$ cat src/rtl/pwm_angle_capture_pkg.sv
// Shared definitions for the servo PWM capture path: default timing constants,
// Q16.16 reference angles, FSM state encoding and the frame-flag payload.
package pwm_angle_capture_pkg;

  localparam int unsigned CNT_W = 21;
  localparam int unsigned ANG_W = 32;

  localparam int unsigned     DEF_MIN_CNT = 25000;
  localparam int unsigned     DEF_MAX_CNT = 125000;
  localparam int unsigned     DEF_PER_MIN = 900000;
  localparam int unsigned     DEF_PER_MAX = 1100000;
  localparam int unsigned     DEF_TIMEOUT = 1500000;
  localparam longint unsigned DEF_SCALE   = 64'd7730941;

  localparam logic [ANG_W-1:0] ANG_0   = 32'h0000_0000;
  localparam logic [ANG_W-1:0] ANG_90  = 32'h005A_0000;
  localparam logic [ANG_W-1:0] ANG_180 = 32'h00B4_0000;

  typedef enum logic [1:0] {
    ST_IDLE = 2'd0,
    ST_HIGH = 2'd1,
    ST_LOW  = 2'd2
  } state_e;

  typedef struct packed {
    logic range_err;
    logic period_err;
  } frame_flags_t;

  // Counter increment that sticks at all-ones instead of wrapping
  function automatic logic [CNT_W-1:0] sat_inc(input logic [CNT_W-1:0] v);
    return (&v) ? v : v + CNT_W'(1);
  endfunction

endpackage

$ cat src/rtl/pwm_angle_capture_if.sv
// PWM input plus decoded angle/status bundle of the capture block.
interface pwm_angle_capture_if;
  import pwm_angle_capture_pkg::*;

  logic             pwm_in;
  logic [ANG_W-1:0] angle;
  logic             valid;
  logic             range_err;
  logic             period_err;
  logic             timeout;

  modport master (input pwm_in, output angle, valid, range_err, period_err, timeout);
  modport slave  (output pwm_in, input angle, valid, range_err, period_err, timeout);
endinterface

$ cat src/rtl/pwm_angle_conv.sv
// Pulse-width delta to Q16.16 degrees: registered multiply, then round/shift
// into the held output registers. Period-error frames only update period_err.
module pwm_angle_conv
  import pwm_angle_capture_pkg::*;
#(
  parameter int unsigned     DELTA_W = 17,
  parameter longint unsigned SCALE   = DEF_SCALE
) (
  input  logic               clk,
  input  logic               rst_n,
  input  logic               i_vld,
  input  logic [DELTA_W-1:0] i_delta,
  input  frame_flags_t       i_flags,
  output logic [ANG_W-1:0]   o_angle,
  output logic               o_valid,
  output logic               o_range_err,
  output logic               o_period_err
);

  localparam int unsigned SCALE_W = $clog2(SCALE + 64'd1);
  localparam int unsigned PROD_W  = DELTA_W + SCALE_W;
  localparam logic [PROD_W-1:0] SCALE_V = PROD_W'(SCALE);
  localparam logic [PROD_W-1:0] RND     = PROD_W'(64'd1 << 15);

  logic [PROD_W-1:0] r_prod;
  logic              r_s2_vld;
  frame_flags_t      r_s2_flags;
  logic [PROD_W-1:0] w_rnd;
  logic [ANG_W-1:0]  w_angle;

  assign w_rnd   = r_prod + RND;
  assign w_angle = ANG_W'(w_rnd >> 16);

  // Stage 2: product of delta and the degrees-per-cycle scale
  always_ff @(posedge clk or negedge rst_n) begin
    if (!rst_n) begin
      r_prod     <= '0;
      r_s2_vld   <= 1'b0;
      r_s2_flags <= '0;
    end else begin
      r_s2_vld   <= i_vld;
      r_s2_flags <= i_flags;
      if (i_vld) r_prod <= PROD_W'(i_delta) * SCALE_V;
    end
  end

  // Stage 3: rounded angle and flags; angle holds across bad-period frames
  always_ff @(posedge clk or negedge rst_n) begin
    if (!rst_n) begin
      o_angle      <= '0;
      o_valid      <= 1'b0;
      o_range_err  <= 1'b0;
      o_period_err <= 1'b0;
    end else begin
      o_valid <= 1'b0;
      if (r_s2_vld) begin
        if (r_s2_flags.period_err) begin
          o_period_err <= 1'b1;
        end else begin
          o_period_err <= 1'b0;
          o_range_err  <= r_s2_flags.range_err;
          o_angle      <= w_angle;
          o_valid      <= 1'b1;
        end
      end
    end
  end

endmodule

$ cat src/rtl/pwm_angle_capture.sv
// Servo PWM receiver: synchronises the input, measures high time and period,
// validates the frame and converts the width to a Q16.16 angle (0..180 deg).
// Optional macro PWM_CAPTURE_AVG_EN adds a 4-entry moving average on delta
// (one extra cycle of latency).
module pwm_angle_capture
  import pwm_angle_capture_pkg::*;
#(
  parameter int unsigned     MIN_CNT = DEF_MIN_CNT,
  parameter int unsigned     MAX_CNT = DEF_MAX_CNT,
  parameter int unsigned     PER_MIN = DEF_PER_MIN,
  parameter int unsigned     PER_MAX = DEF_PER_MAX,
  parameter int unsigned     TIMEOUT = DEF_TIMEOUT,
  parameter longint unsigned SCALE   = DEF_SCALE
) (
  input logic                 clk,
  input logic                 rst_n,
  pwm_angle_capture_if.master io_bus
);

  localparam int unsigned SPAN    = MAX_CNT - MIN_CNT;
  localparam int unsigned DELTA_W = $clog2(SPAN + 1);

  logic               r_meta, r_sync, r_sync_d;
  logic               w_rise, w_fall;
  state_e             r_state;
  logic [CNT_W-1:0]   r_hi_cnt, r_per_cnt, r_wd;
  logic               r_timeout;
  logic               w_to_hit, w_close;
  logic [DELTA_W-1:0] w_s1_delta, r_s1_delta;
  frame_flags_t       w_s1_flags, r_s1_flags;
  logic               r_s1_vld;
  logic               w_cv_vld;
  logic [DELTA_W-1:0] w_cv_delta;
  frame_flags_t       w_cv_flags;

  assign w_rise   = r_sync & ~r_sync_d;
  assign w_fall   = ~r_sync & r_sync_d;
  assign w_to_hit = ~w_rise & (r_wd == CNT_W'(TIMEOUT - 1));
  assign w_close  = (r_state == ST_LOW) & w_rise;

  // Two-flop synchroniser followed by the edge-detect register
  always_ff @(posedge clk or negedge rst_n) begin
    if (!rst_n) begin
      r_meta   <= 1'b0;
      r_sync   <= 1'b0;
      r_sync_d <= 1'b0;
    end else begin
      r_meta   <= io_bus.pwm_in;
      r_sync   <= r_meta;
      r_sync_d <= r_sync;
    end
  end

  // Watchdog: cycles since the last rise; saturates once the timeout fires
  always_ff @(posedge clk or negedge rst_n) begin
    if (!rst_n) begin
      r_wd      <= '0;
      r_timeout <= 1'b0;
    end else if (w_rise) begin
      r_wd      <= CNT_W'(1);
      r_timeout <= 1'b0;
    end else begin
      if (r_wd < CNT_W'(TIMEOUT)) r_wd <= r_wd + CNT_W'(1);
      if (w_to_hit) r_timeout <= 1'b1;
    end
  end

  // Frame FSM: rise opens a frame, fall ends the high phase, next rise closes it
  always_ff @(posedge clk or negedge rst_n) begin
    if (!rst_n) begin
      r_state   <= ST_IDLE;
      r_hi_cnt  <= '0;
      r_per_cnt <= '0;
    end else if (w_to_hit) begin
      r_state <= ST_IDLE;
    end else begin
      case (r_state)
        ST_IDLE: begin
          if (w_rise) begin
            r_hi_cnt  <= CNT_W'(1);
            r_per_cnt <= CNT_W'(1);
            r_state   <= ST_HIGH;
          end
        end
        ST_HIGH: begin
          r_per_cnt <= sat_inc(r_per_cnt);
          if (w_fall) r_state  <= ST_LOW;
          else        r_hi_cnt <= sat_inc(r_hi_cnt);
        end
        ST_LOW: begin
          if (w_rise) begin
            r_hi_cnt  <= CNT_W'(1);
            r_per_cnt <= CNT_W'(1);
            r_state   <= ST_HIGH;
          end else begin
            r_per_cnt <= sat_inc(r_per_cnt);
          end
        end
        default: r_state <= ST_IDLE;
      endcase
    end
  end

  // Frame check on the live counters so stage 1 captures them at the closing rise
  always_comb begin
    w_s1_delta            = '0;
    w_s1_flags            = '0;
    w_s1_flags.period_err = (r_per_cnt < CNT_W'(PER_MIN)) || (r_per_cnt > CNT_W'(PER_MAX));
    if (r_hi_cnt < CNT_W'(MIN_CNT)) begin
      w_s1_flags.range_err = 1'b1;
    end else if (r_hi_cnt > CNT_W'(MAX_CNT)) begin
      w_s1_delta           = DELTA_W'(SPAN);
      w_s1_flags.range_err = 1'b1;
    end else begin
      w_s1_delta = DELTA_W'(r_hi_cnt - CNT_W'(MIN_CNT));
    end
  end

  // Stage 1: frame registers (clamped delta and flags)
  always_ff @(posedge clk or negedge rst_n) begin
    if (!rst_n) begin
      r_s1_vld   <= 1'b0;
      r_s1_delta <= '0;
      r_s1_flags <= '0;
    end else begin
      r_s1_vld <= w_close;
      if (w_close) begin
        r_s1_delta <= w_s1_delta;
        r_s1_flags <= w_s1_flags;
      end
    end
  end

`ifdef PWM_CAPTURE_AVG_EN
  localparam int unsigned SUM_W = DELTA_W + 2;

  logic [DELTA_W-1:0] r_hist [3];
  logic [1:0]         r_fill;
  logic               r_av_vld;
  logic [DELTA_W-1:0] r_av_delta;
  frame_flags_t       r_av_flags;
  logic [SUM_W-1:0]   w_sum;
  logic [DELTA_W-1:0] w_avg;

  // Mean over the accepted deltas so far (1, 2 or 4 terms; 3 reuses the oldest pair twice)
  always_comb begin
    w_sum = SUM_W'(r_s1_delta);
    w_avg = r_s1_delta;
    case (r_fill)
      2'd1: begin
        w_sum = SUM_W'(r_s1_delta) + SUM_W'(r_hist[0]);
        w_avg = DELTA_W'(w_sum >> 1);
      end
      2'd2: begin
        w_sum = (SUM_W'(r_hist[0]) + SUM_W'(r_hist[1])) << 1;
        w_avg = DELTA_W'(w_sum >> 2);
      end
      2'd3: begin
        w_sum = SUM_W'(r_s1_delta) + SUM_W'(r_hist[0]) + SUM_W'(r_hist[1]) + SUM_W'(r_hist[2]);
        w_avg = DELTA_W'(w_sum >> 2);
      end
      default: w_avg = r_s1_delta;
    endcase
  end

  // Averaging stage: history of good-period deltas, emptied on timeout
  always_ff @(posedge clk or negedge rst_n) begin
    if (!rst_n) begin
      r_hist     <= '{default: '0};
      r_fill     <= '0;
      r_av_vld   <= 1'b0;
      r_av_delta <= '0;
      r_av_flags <= '0;
    end else begin
      r_av_vld   <= r_s1_vld;
      r_av_flags <= r_s1_flags;
      r_av_delta <= r_s1_flags.period_err ? r_s1_delta : w_avg;
      if (w_to_hit) begin
        r_fill <= '0;
      end else if (r_s1_vld && !r_s1_flags.period_err) begin
        r_hist[2] <= r_hist[1];
        r_hist[1] <= r_hist[0];
        r_hist[0] <= r_s1_delta;
        if (r_fill != 2'd3) r_fill <= r_fill + 2'd1;
      end
    end
  end

  assign w_cv_vld   = r_av_vld;
  assign w_cv_delta = r_av_delta;
  assign w_cv_flags = r_av_flags;
`else
  assign w_cv_vld   = r_s1_vld;
  assign w_cv_delta = r_s1_delta;
  assign w_cv_flags = r_s1_flags;
`endif

  pwm_angle_conv #(
    .DELTA_W (DELTA_W),
    .SCALE   (SCALE)
  ) u_conv (
    .clk          (clk),
    .rst_n        (rst_n),
    .i_vld        (w_cv_vld),
    .i_delta      (w_cv_delta),
    .i_flags      (w_cv_flags),
    .o_angle      (io_bus.angle),
    .o_valid      (io_bus.valid),
    .o_range_err  (io_bus.range_err),
    .o_period_err (io_bus.period_err)
  );

  assign io_bus.timeout = r_timeout;

endmodule
$ cat src/flat_wrapper.sv
// flat-port wrapper written by rule: the top's interface ports become plain ports
module pwm_angle_capture_flat import pwm_angle_capture_pkg::*;
#(
  parameter int unsigned     MIN_CNT = DEF_MIN_CNT,
  parameter int unsigned     MAX_CNT = DEF_MAX_CNT,
  parameter int unsigned     PER_MIN = DEF_PER_MIN,
  parameter int unsigned     PER_MAX = DEF_PER_MAX,
  parameter int unsigned     TIMEOUT = DEF_TIMEOUT,
  parameter longint unsigned SCALE   = DEF_SCALE
)
  (clk, rst_n, io_bus_pwm_in, io_bus_angle, io_bus_valid, io_bus_range_err, io_bus_period_err, io_bus_timeout);
  pwm_angle_capture_if io_bus_i ();
  input logic clk;
  input logic rst_n;
  input wire logic [$bits(io_bus_i.pwm_in)-1:0] io_bus_pwm_in;
  output wire logic [$bits(io_bus_i.angle)-1:0] io_bus_angle;
  output wire logic [$bits(io_bus_i.valid)-1:0] io_bus_valid;
  output wire logic [$bits(io_bus_i.range_err)-1:0] io_bus_range_err;
  output wire logic [$bits(io_bus_i.period_err)-1:0] io_bus_period_err;
  output wire logic [$bits(io_bus_i.timeout)-1:0] io_bus_timeout;
  assign io_bus_i.pwm_in = io_bus_pwm_in;
  assign io_bus_angle = io_bus_i.angle;
  assign io_bus_valid = io_bus_i.valid;
  assign io_bus_range_err = io_bus_i.range_err;
  assign io_bus_period_err = io_bus_i.period_err;
  assign io_bus_timeout = io_bus_i.timeout;
  pwm_angle_capture #(.MIN_CNT(MIN_CNT), .MAX_CNT(MAX_CNT), .PER_MIN(PER_MIN), .PER_MAX(PER_MAX), .TIMEOUT(TIMEOUT), .SCALE(SCALE)) u_core (.clk(clk), .rst_n(rst_n), .io_bus(io_bus_i));
endmodule
$ cat config.mk
export PLATFORM = sky130hd
export DESIGN_NAME = pwm_angle_capture_flat
export DESIGN_NICKNAME = d
export VERILOG_FILES = /design/src/rtl/pwm_angle_capture_pkg.sv /design/src/rtl/pwm_angle_capture_if.sv /design/src/rtl/pwm_angle_conv.sv /design/src/rtl/pwm_angle_capture.sv /design/src/flat_wrapper.sv
export SDC_FILE = /design/constraint.sdc
export NUM_CORES = 1
export LEC_CHECK = 0
export CAP_MARGIN = 20
export CORE_MARGIN = 2
export CORE_UTILIZATION = 50
export CTS_CLUSTER_SIZE = 28
export DETAILED_ROUTE_END_ITERATION = 7
export PLACE_DENSITY_LB_ADDON = 0.1
export SYNTH_ARGS = -nofsm -noshare
export SYNTH_HDL_FRONTEND = slang
export SYNTH_SLANG_ARGS = --single-unit
$ cat constraint.sdc
create_clock -name clk -period 14.9 [get_ports clk]
set_input_delay 2.98 -clock clk [delete_from_list [all_inputs] [get_ports clk]]
set_output_delay 2.98 -clock clk [all_outputs]
set_load 0.1 [all_outputs]
; ---- Yosys cells after proc, flatten, opt, wreduce, memory -nomap -nowiden
; Index checks and enable logic that the tools add are counted.
[totals]
ff_bits = 159
latchBits = 0
mem_bits_rw = 0
mem_bits_ro = 0
input_bits = 3
out_inout_bits = 36
word_cells = 84
mem_count = 0
[classes]
addsub = 5
multipliers = 1
div = 0
magnitude_cmp = 5
eq_ne = 9
n_shift = 0
muxes = 22
n_bitwise = 9
reduce_logical = 13
[op_table]
columns = cell, count
row1 = $mux 21, 7
row2 = $add 21x1->21 const B, 3
row3 = $pmux 21 s3, 1
row4 = $pmux 21 s2, 1
row5 = $reduce_and 21->1, 2
row6 = $add 40x16->40 const B, 1
row7 = $mul 17x23->40 const B, 1
row8 = $mux 17, 2
row9 = $eq 21x21->1 const B, 1
row10 = $gt 21x17->1 const B, 1
row11 = $gt 21x21->1 const B, 1
row12 = $lt 21x15->1 const B, 1
row13 = $lt 21x20->1 const B, 1
row14 = $lt 21x21->1 const B, 1
row15 = $sub 17x15->17 const B, 1
row16 = $mux 1, 7
row17 = $mux 2, 3
row18 = $ne 3x1->1 const B, 2
row19 = $reduce_bool 2->1, 3
row20 = $not 1->1, 5
row21 = $reduce_and 5->1, 1
row22 = $and 1x1->1, 4
row23 = $ne 2x1->1 const B, 2
row24 = $ne 2x2->1 const B, 2
row25 = other kinds (9), 10

; ---- Longest topological paths before layout
[depth]
depth_word = 6
mapped_depth = 21
depth_no_buf = 21

; ---- By module
; Synthesis repeated with hierarchy kept, for this count alone.
[unflattened]
cells_unflattened = 1617
area_unflattened_um2 = 15384.8
[by_module_without_submodules]
columns = mod, instances, cells_each, area_per_inst_um2, seq_area_each_um2
row1 = pwm_angle_conv, 1, 1012, 10038.4, 1376.3
row2 = pwm_angle_capture, 1, 605, 5346.4, 2227.1

; ---- Least setup slack after synthesis
; No wires, ideal clock.
[synth_path]
path_kind = reg-to-reg
start = reg u_core.r_s1_delta[14]
end = reg u_core.u_conv.r_prod[25]
setup_time_ps = 125
arrival_time_ps = 5847
required_time_ps = 14775
slack_ps = 8928
path_stages_with_launch = 18
path_buffers = 0
period_less_slack_ps = 5972
cell_sequence = dfrtp_1 -> fa_1 -> inv_1 -> fa_1 -> inv_1 -> fa_1 -> fa_1 -> fa_1 -> inv_1 -> fa_1 -> inv_1 -> ha_1 -> and4_1 -> o31ai_1 -> o21bai_2 -> a221o_2 -> xor2_1 -> mux2_2
[synth_via]
elab_chain_len = 1
[synth_lines]
columns = item, line_no
row1 = from (decl), pwm_angle_capture.sv:29  ; logic [DELTA_W-1:0] w_s1_delta, r_s1_delta;
row2 = from (signal assigned), pwm_angle_capture.sv:128  ; r_s1_delta <= w_s1_delta;
row3 = $mul 17x23->40, pwm_angle_conv.sv:43  ; if (i_vld) r_prod <= PROD_W'(i_delta) * SCALE_V;
row4 = to (signal assigned), pwm_angle_conv.sv:43
row5 = to (decl), pwm_angle_conv.sv:25  ; logic [PROD_W-1:0] r_prod;
; Every way passes these cells.
; A chain may end at the register's enable or synchronous reset.

; ---- Worst setup path in the final report
[layout_path]
start = reg u_core.r_s1_delta[12]
end = reg u_core.u_conv.r_prod[38]
; Same word-level chain as after synthesis.

==> flow_summary.toml <==
[place]
post-place-ws_ns = 8.19
dp_cells = 1873
place.gp.congestion = 0.942
place_area_mm2 = 0.0152
portBuffers = 30
post-dp-hpwl_um = 27200

[route]
wl_um = 33000
drt_iter0_markers = 408
wl_per_cell_um = 17.3
antenna_left = 0
num_vias = 9979
vias_per_cell = 5.24
drcViolationCount = 0
first_pass_iters = 5

[worst_setup_path]
crit_top_cell = "fa_1"
crit_family = "adder cells"
end_kind = "flop"
critPathMaxStageDelay_ns = 0.77
crit_type = "reg -> reg"
cp_max_fo = 6
crit_buf_inv = 4
cp_cell_sequence = "fa_1, inv_1, fa_1, inv_1, fa_1, fa_1, inv_1, fa_1, fa_1, inv_1, ha_1, nand4_1, nor4_1, or3b_1, a21o_4, a311oi_2, or3_1, a31oi_1"
crit_arrival_ns = 6.93
cp.required_ns = 15.19
start_kind = "flop"
crit_path_top_delay_cell = "fa_1"

[global_routing]
track_usage_pct = 23.2
grt_max_degree = 74
grt_pass1_wl_um = 54900
antenna_found_initial = 0
grt_overflow = 0
globalRouteMet3Util_pct = 3.48
busiest_layer = "met2"
grt_util_met1_pct = 30.8
grt_pass1_vias = 10300
use_met2_pct = 38.9

[clocking]
cts_root_buffer = "clkbuf_16"
cts_tree = "done"
cts.sinks = 144
post-cts-setup-buffers = 0
cts_made_buffers = 17
ctsResizeCount = 0
clkSlewWorstSetupHoldPaths_ns = 0.06
clock_path_buffers = 2
hold_buffers = 0
htreeDepth = 4
insertion_delay_ns = 0.43

[logic_synthesis]
synth_cell_type_count = 79
synth_top_area_share_pct = 25.3
synth_top_area_cell = "fa_1"
syn_area_per_cell_um2 = 9.76
synth_area_mm2 = 0.0145
synth_edf_count = 0
async_flop_share_pct = 100
synth-seq-cells = 144
yosysSeqAreaShare_pct = 24.8
synthCells = 1489
ys_warn_count = 0
synth_area_leaders = "fa_1, dfrtp_1, ha_1, inv_1, xor2_1"
synthFlopType = "dfrtp_1"

[cells_and_area]
drive_gt1_share_pct = 5.46
n_fill_cell = 2550
fin_area_mm2 = 0.0158
final_util_pct = 55.1
fin_nets = 1837
syn_to_final_growth_pct = 8.58
final_cells = 1905
antenna_cells = 0

[power]
p_per_area_mw_per_mm2 = 71.3
p_leak_nw = 8.07
ir_worst_vdd_mv = 0.0921
power.total_mw = 1.13

[die]
start_util_pct = 50.8
dieHeight_um = 174
die_w_um = 174
io_pins = 39
die-area_mm2 = 0.0304
core_mm2 = 0.0286
fp-row-count = 62

[timing]
finalHoldViolCount = 0
holdWs_ns = 0.357
final_max_slew_viol_count = 0
fmax_mhz = 151
fin_ws_ns = 8.26
fin_crit_sh_pct = 44.5
slew_headroom_pct = 34.5
skew_ns = 0.00983
worstMarginPinSlew_ns = 0.980
fin_crit_ns = 6.64
setup-tns-final_ns = 0
setup_violations = 0
rsz0062_at_grt = "no"

[run]
max_cap_violations = 0

[outcome]
status = "finished clean"

[worst_hold_path]
hold_path.class = "reg -> reg"
-- worst paths after layout --
| check | from | end | slack (ns) | cells past startpoint |
|---|---|---|---|---|
| worst max-delay path | u_core.r_s1_delta[12] | u_core.u_conv.r_prod[38] | 8.26 | 18 |
| worst min-delay path | u_core.r_meta | u_core.r_sync | 0.36 | 0 |
| worst max register to register | u_core.r_s1_delta[12] | u_core.u_conv.r_prod[38] | 8.26 | 18 |
| worst min register to register | u_core.r_meta | u_core.r_sync | 0.36 | 0 |
| max in group asynchronous | rst_n | u_core.u_conv.r_s2_flags[0] | 10.96 | 2 |
| min in group asynchronous | rst_n | u_core.r_s1_delta[1] | 2.57 | 1 |
-- sequential cells by signal (all words and copies together) (netlist names), 2 cells and up --
register and flops:
u_core.u_conv.r_s2_flags 2, u_core.r_per_cnt 21, u_core.r_state 2, u_core.r_s1_flags 2
u_core.r_wd 21, u_core.r_hi_cnt 21, u_core.u_conv.r_prod 25, u_core.r_s1_delta 17
u_core.u_conv.o_angle 24
-- synthesized netlist by cell type (11+ instances only) --
cell type / instances
o21ai_1: 15
and3_1: 18
xor2_1: 58
fa_1: 184
nand3_1: 49
a21oi_1: 40
inv_1: 294
nand4_1: 21
a31oi_1: 11
a21o_1: 11
nor3_1: 16
nor2_1: 103
ha_1: 142
clkbuf_1: 23
nand2_1: 103
mux2_2: 18
xnor2_1: 34
dfrtp_1: 144
o22ai_1: 12
o21ai_0: 58
-- cell families (layout without fill, tap and decap cells) --
kind of cell / count (synthesis) / in the layout / synth area share (%)
AO/OA/AOI/OAI: 208 / 208 / 9.58
other: 1 / 8 / 0.0258
buffers and inverters: 335 / 360 / 8.96
multiplexers: 19 / 19 / 1.46
flip-flops: 144 / 144 / 24.8
adder cells (fa/ha/maj): 326 / 326 / 37.6
AND/OR/NAND/NOR: 364 / 364 / 12.1
XOR/XNOR: 92 / 92 / 5.54
-- report_power, final --
group / leakage, nW / switching [mW] / internal (mW)
clock network: 0.287 / 0.190 / 0.260
registers: 1.97 / 0.0263 / 0.419
logic: 5.82 / 0.165 / 0.0643
total: 8.07 / 0.382 / 0.744
-- cells in the final DEF (no fill, tap or decap), types with 5 or more instances in the layout --
cell / count
inv_1: 294
fa_1: 184
dfrtp_1: 144
ha_1: 142
nand2_1: 103
nor2_1: 103
o21ai_0: 58
xor2_1: 58
nand3_1: 49
a21oi_1: 40
xnor2_1: 34
clkdlybuf4s50_1: 29
nand4_1: 21
and3_1: 18
mux2_2: 18
clkbuf_16: 17
nor3_1: 16
o21ai_1: 15
o22ai_1: 12
a21o_1: 11
a31oi_1: 11
a211oi_1: 8
or3_1: 8
conb_1: 8
o31ai_1: 6
and4_1: 5
nand2b_1: 5
inv_6: 5
-- routing by layer --
layer / routed length, um / vias up
met5: 0 / -
met4: 966 / 0
met3: 1060 / 46
met2: 16000 / 165
met1: 15000 / 4929
li1: - / 4839
-- area by class of cell --
cell class | instances | area (um2) | share of cell area (%)
multi-input cells | 1017 | 9660 | 61.2
flip-flops and latches | 144 | 3600 | 22.8
inverters | 294 | 1100 | 6.99
well taps | 384 | 480 | 3.04
clock buffers | 20 | 457 | 2.89
repair buffers | 34 | 332 | 2.10
clock inverters | 12 | 146 | 0.928
Note: power is estimated with default switching activity, not from simulation.
==> patch, RTL diff (config.mk and constraints unchanged) <==
Build with the macro `PWM_CAPTURE_AVG_EN` defined.
--- a/src/rtl/pwm_angle_capture.sv
+++ b/src/rtl/pwm_angle_capture.sv
@@ -4,2 +4,4 @@
 // (one extra cycle of latency).
+`define PWM_CAPTURE_AVG_EN
+
 module pwm_angle_capture
Function: no difference found for any inputs over 4 cycles, from zero or initial values and one cycle with rst_n low; that may be too few to reach the edited logic, so the function may still have changed.
==> patch against the original RTL <==
- critical endpoint is now u_core.u_conv.r_prod[34]
- setup slack gained 0.22 ns
- non-clock buffer count increased by 6
- largest cell class unchanged
- design area up 40%
- first-iteration DRC count is 140% higher
- wire length rose by 51%
- synthesized area grew 41%
- critical path type unchanged
- sequential cell count up 73
- highest routed layer unchanged
Power is left out: the tool's default activity adds up to more than one toggle a clock period on the data nets, which glitch-free logic cannot reach.
==> patch: results (changes against the original RTL) <==
[status]
status=complete, no violations  ; unchanged

[critical_path]
critical_path_class=register to register  ; unchanged
r2r_start=u_core.r_av_delta[15]  ; was u_core.r_s1_delta[12]
slowest_delay_ns=0.79  ; was 0.77 ns
path_max_fanout=7  ; was 6
critical_path_arrival_ns=6.87  ; was 6.93 ns

[grt]
grt_max_degree=85  ; was 74
grt_pass1_wl_mm=83.00  ; was 54.86 mm
antenna_found_initial=0  ; unchanged
grt_use_total_pct=24.61  ; was 23.17%
grt_pass1_vias=15560  ; was 10,340

[clock_tree]
cts_buffers=26  ; was 17
insertion_delay_ns=0.55  ; was 0.43 ns
cts_resized=0  ; unchanged
clk_path_buf_depth=3  ; was 2
root_buffer=clkbuf_16  ; unchanged
h-tree-depth=1  ; was 4

[logic_synthesis]
netlist_top_cells_area=dfrtp_1 (26%), fa_1 (20%), ha_1 (12%)  ; was fa_1 (25%), dfrtp_1 (25%), ha_1 (12%)
synthAdderAreaFrac_pct=31.69  ; was 37.57%
synthArstFlopShare_pct=100.0  ; unchanged
synth_edf_count=0  ; unchanged
yosys-top-cells-count=inv_1 (366), dfrtp_1 (217), fa_1 (203)  ; was inv_1 (294), fa_1 (184), dfrtp_1 (144)
synth_seq_area_share_pct=26.41  ; was 24.79%
synth_xor_area_share_pct=5.579  ; was 5.544%
yosysWarnings=0  ; unchanged
synth_compound_area_share_pct=12.50  ; was 9.582%
ys_types=90  ; was 79
synth_mux_area_share_pct=2.981  ; was 1.463%

[min_path]
hold_path_class=register to register  ; unchanged
hp-start=u_core.r_meta  ; unchanged

[cells_and_area]
fillers=3751  ; was 2,550
finalNetCount=2582  ; was 1,837
drive_gt1_share_pct=6.051  ; was 5.457%
antenna_cells=0  ; unchanged
reg_top3=u_core.r_hist: 51 flops, u_core.u_conv.r_prod: 25 flops, u_core.u_conv.o_angle: 24 flops  ; was u_core.u_conv.r_prod: 25 flops, u_core.u_conv.o_angle: 24 flops

[routing]
totalWireLength_mm=50.02  ; was 33.02 mm
viasPerCell=5.472  ; was 5.238
drt-initial-drc-count=968  ; was 408

[sta]
period_minus_slack_ns=6.416  ; was 6.638 ns
worstMarginPinSlew_ns=0.9974  ; was 0.9798 ns
fin_skew_ns=0.01523  ; was 0.009834 ns

[placement]
hpwl_mm=40.05  ; was 27.17 mm
pre_cts_ws_ns=8.500  ; was 8.186 ns
gp_congestion=0.9420  ; was 0.9423

[patch: final timing paths]
kind | endpoint | slack, ns | depth (start not counted)
worst max-delay path | u_core.u_conv.r_prod[34] | 8.48 | 19
worst min-delay path | u_core.r_sync | 0.35 | 0
worst max register to register | u_core.u_conv.r_prod[34] | 8.48 | 19
worst min register to register | u_core.r_sync | 0.35 | 0
max in group asynchronous | u_core.u_conv.r_prod[30] | 10.28 | 3
min in group asynchronous | u_core.r_hist[15] | 2.41 | 1
[patch: metal layers]
layer  routed length, um  GRT usage [%]  share of wire [%]
met4                1049          5.750                2.1
met1               23640          34.72                 47
met2               23450          40.84                 47
met5                   0              0                  0
met3                1869          2.841                3.7
[patch: critical path, delay by kind of cell (launching register included)]
kind / cells / cell delay, ns
flip-flops: 1 / 0.48
AND/OR/NAND/NOR: 4 / 0.54
buffers and inverters: 4 / 0.33
adder cells (fa/ha/maj): 7 / 3.88
AO/OA/AOI/OAI: 4 / 1.07
[patch: final cells by class]
class,instances,share of cell area (%)
Inverter,367,6.213
Sequential cell,217,24.49
Multi-Input combinational cell,1528,60.71
Tap cell,532,3.002
Clock inverter,9,0.5192
Timing Repair Buffer,40,1.715
Clock buffer,37,3.346
[patch: stage by stage]
step,utilization (%),area (um^2),std cells,hold slack [ns]
after floorplan,-,20590,2177,0.3312
after global placement,52.32,21320,2684,0.3344
after detailed placement,52.32,21320,2684,0.3355
after CTS,54.43,22170,2730,0.3493
after global routing,54.43,22170,2730,0.3666
final,54.43,22170,2730,0.3487
[patch: kinds of logic after synthesis]
group	after synthesis
muxes	55
AOI/OAI and AO/OA	404
and+or+nand+nor	531
DFF	217
other	1
adders and majority gates	399
xor gates and xnor gates	131
buffers and inverters	432
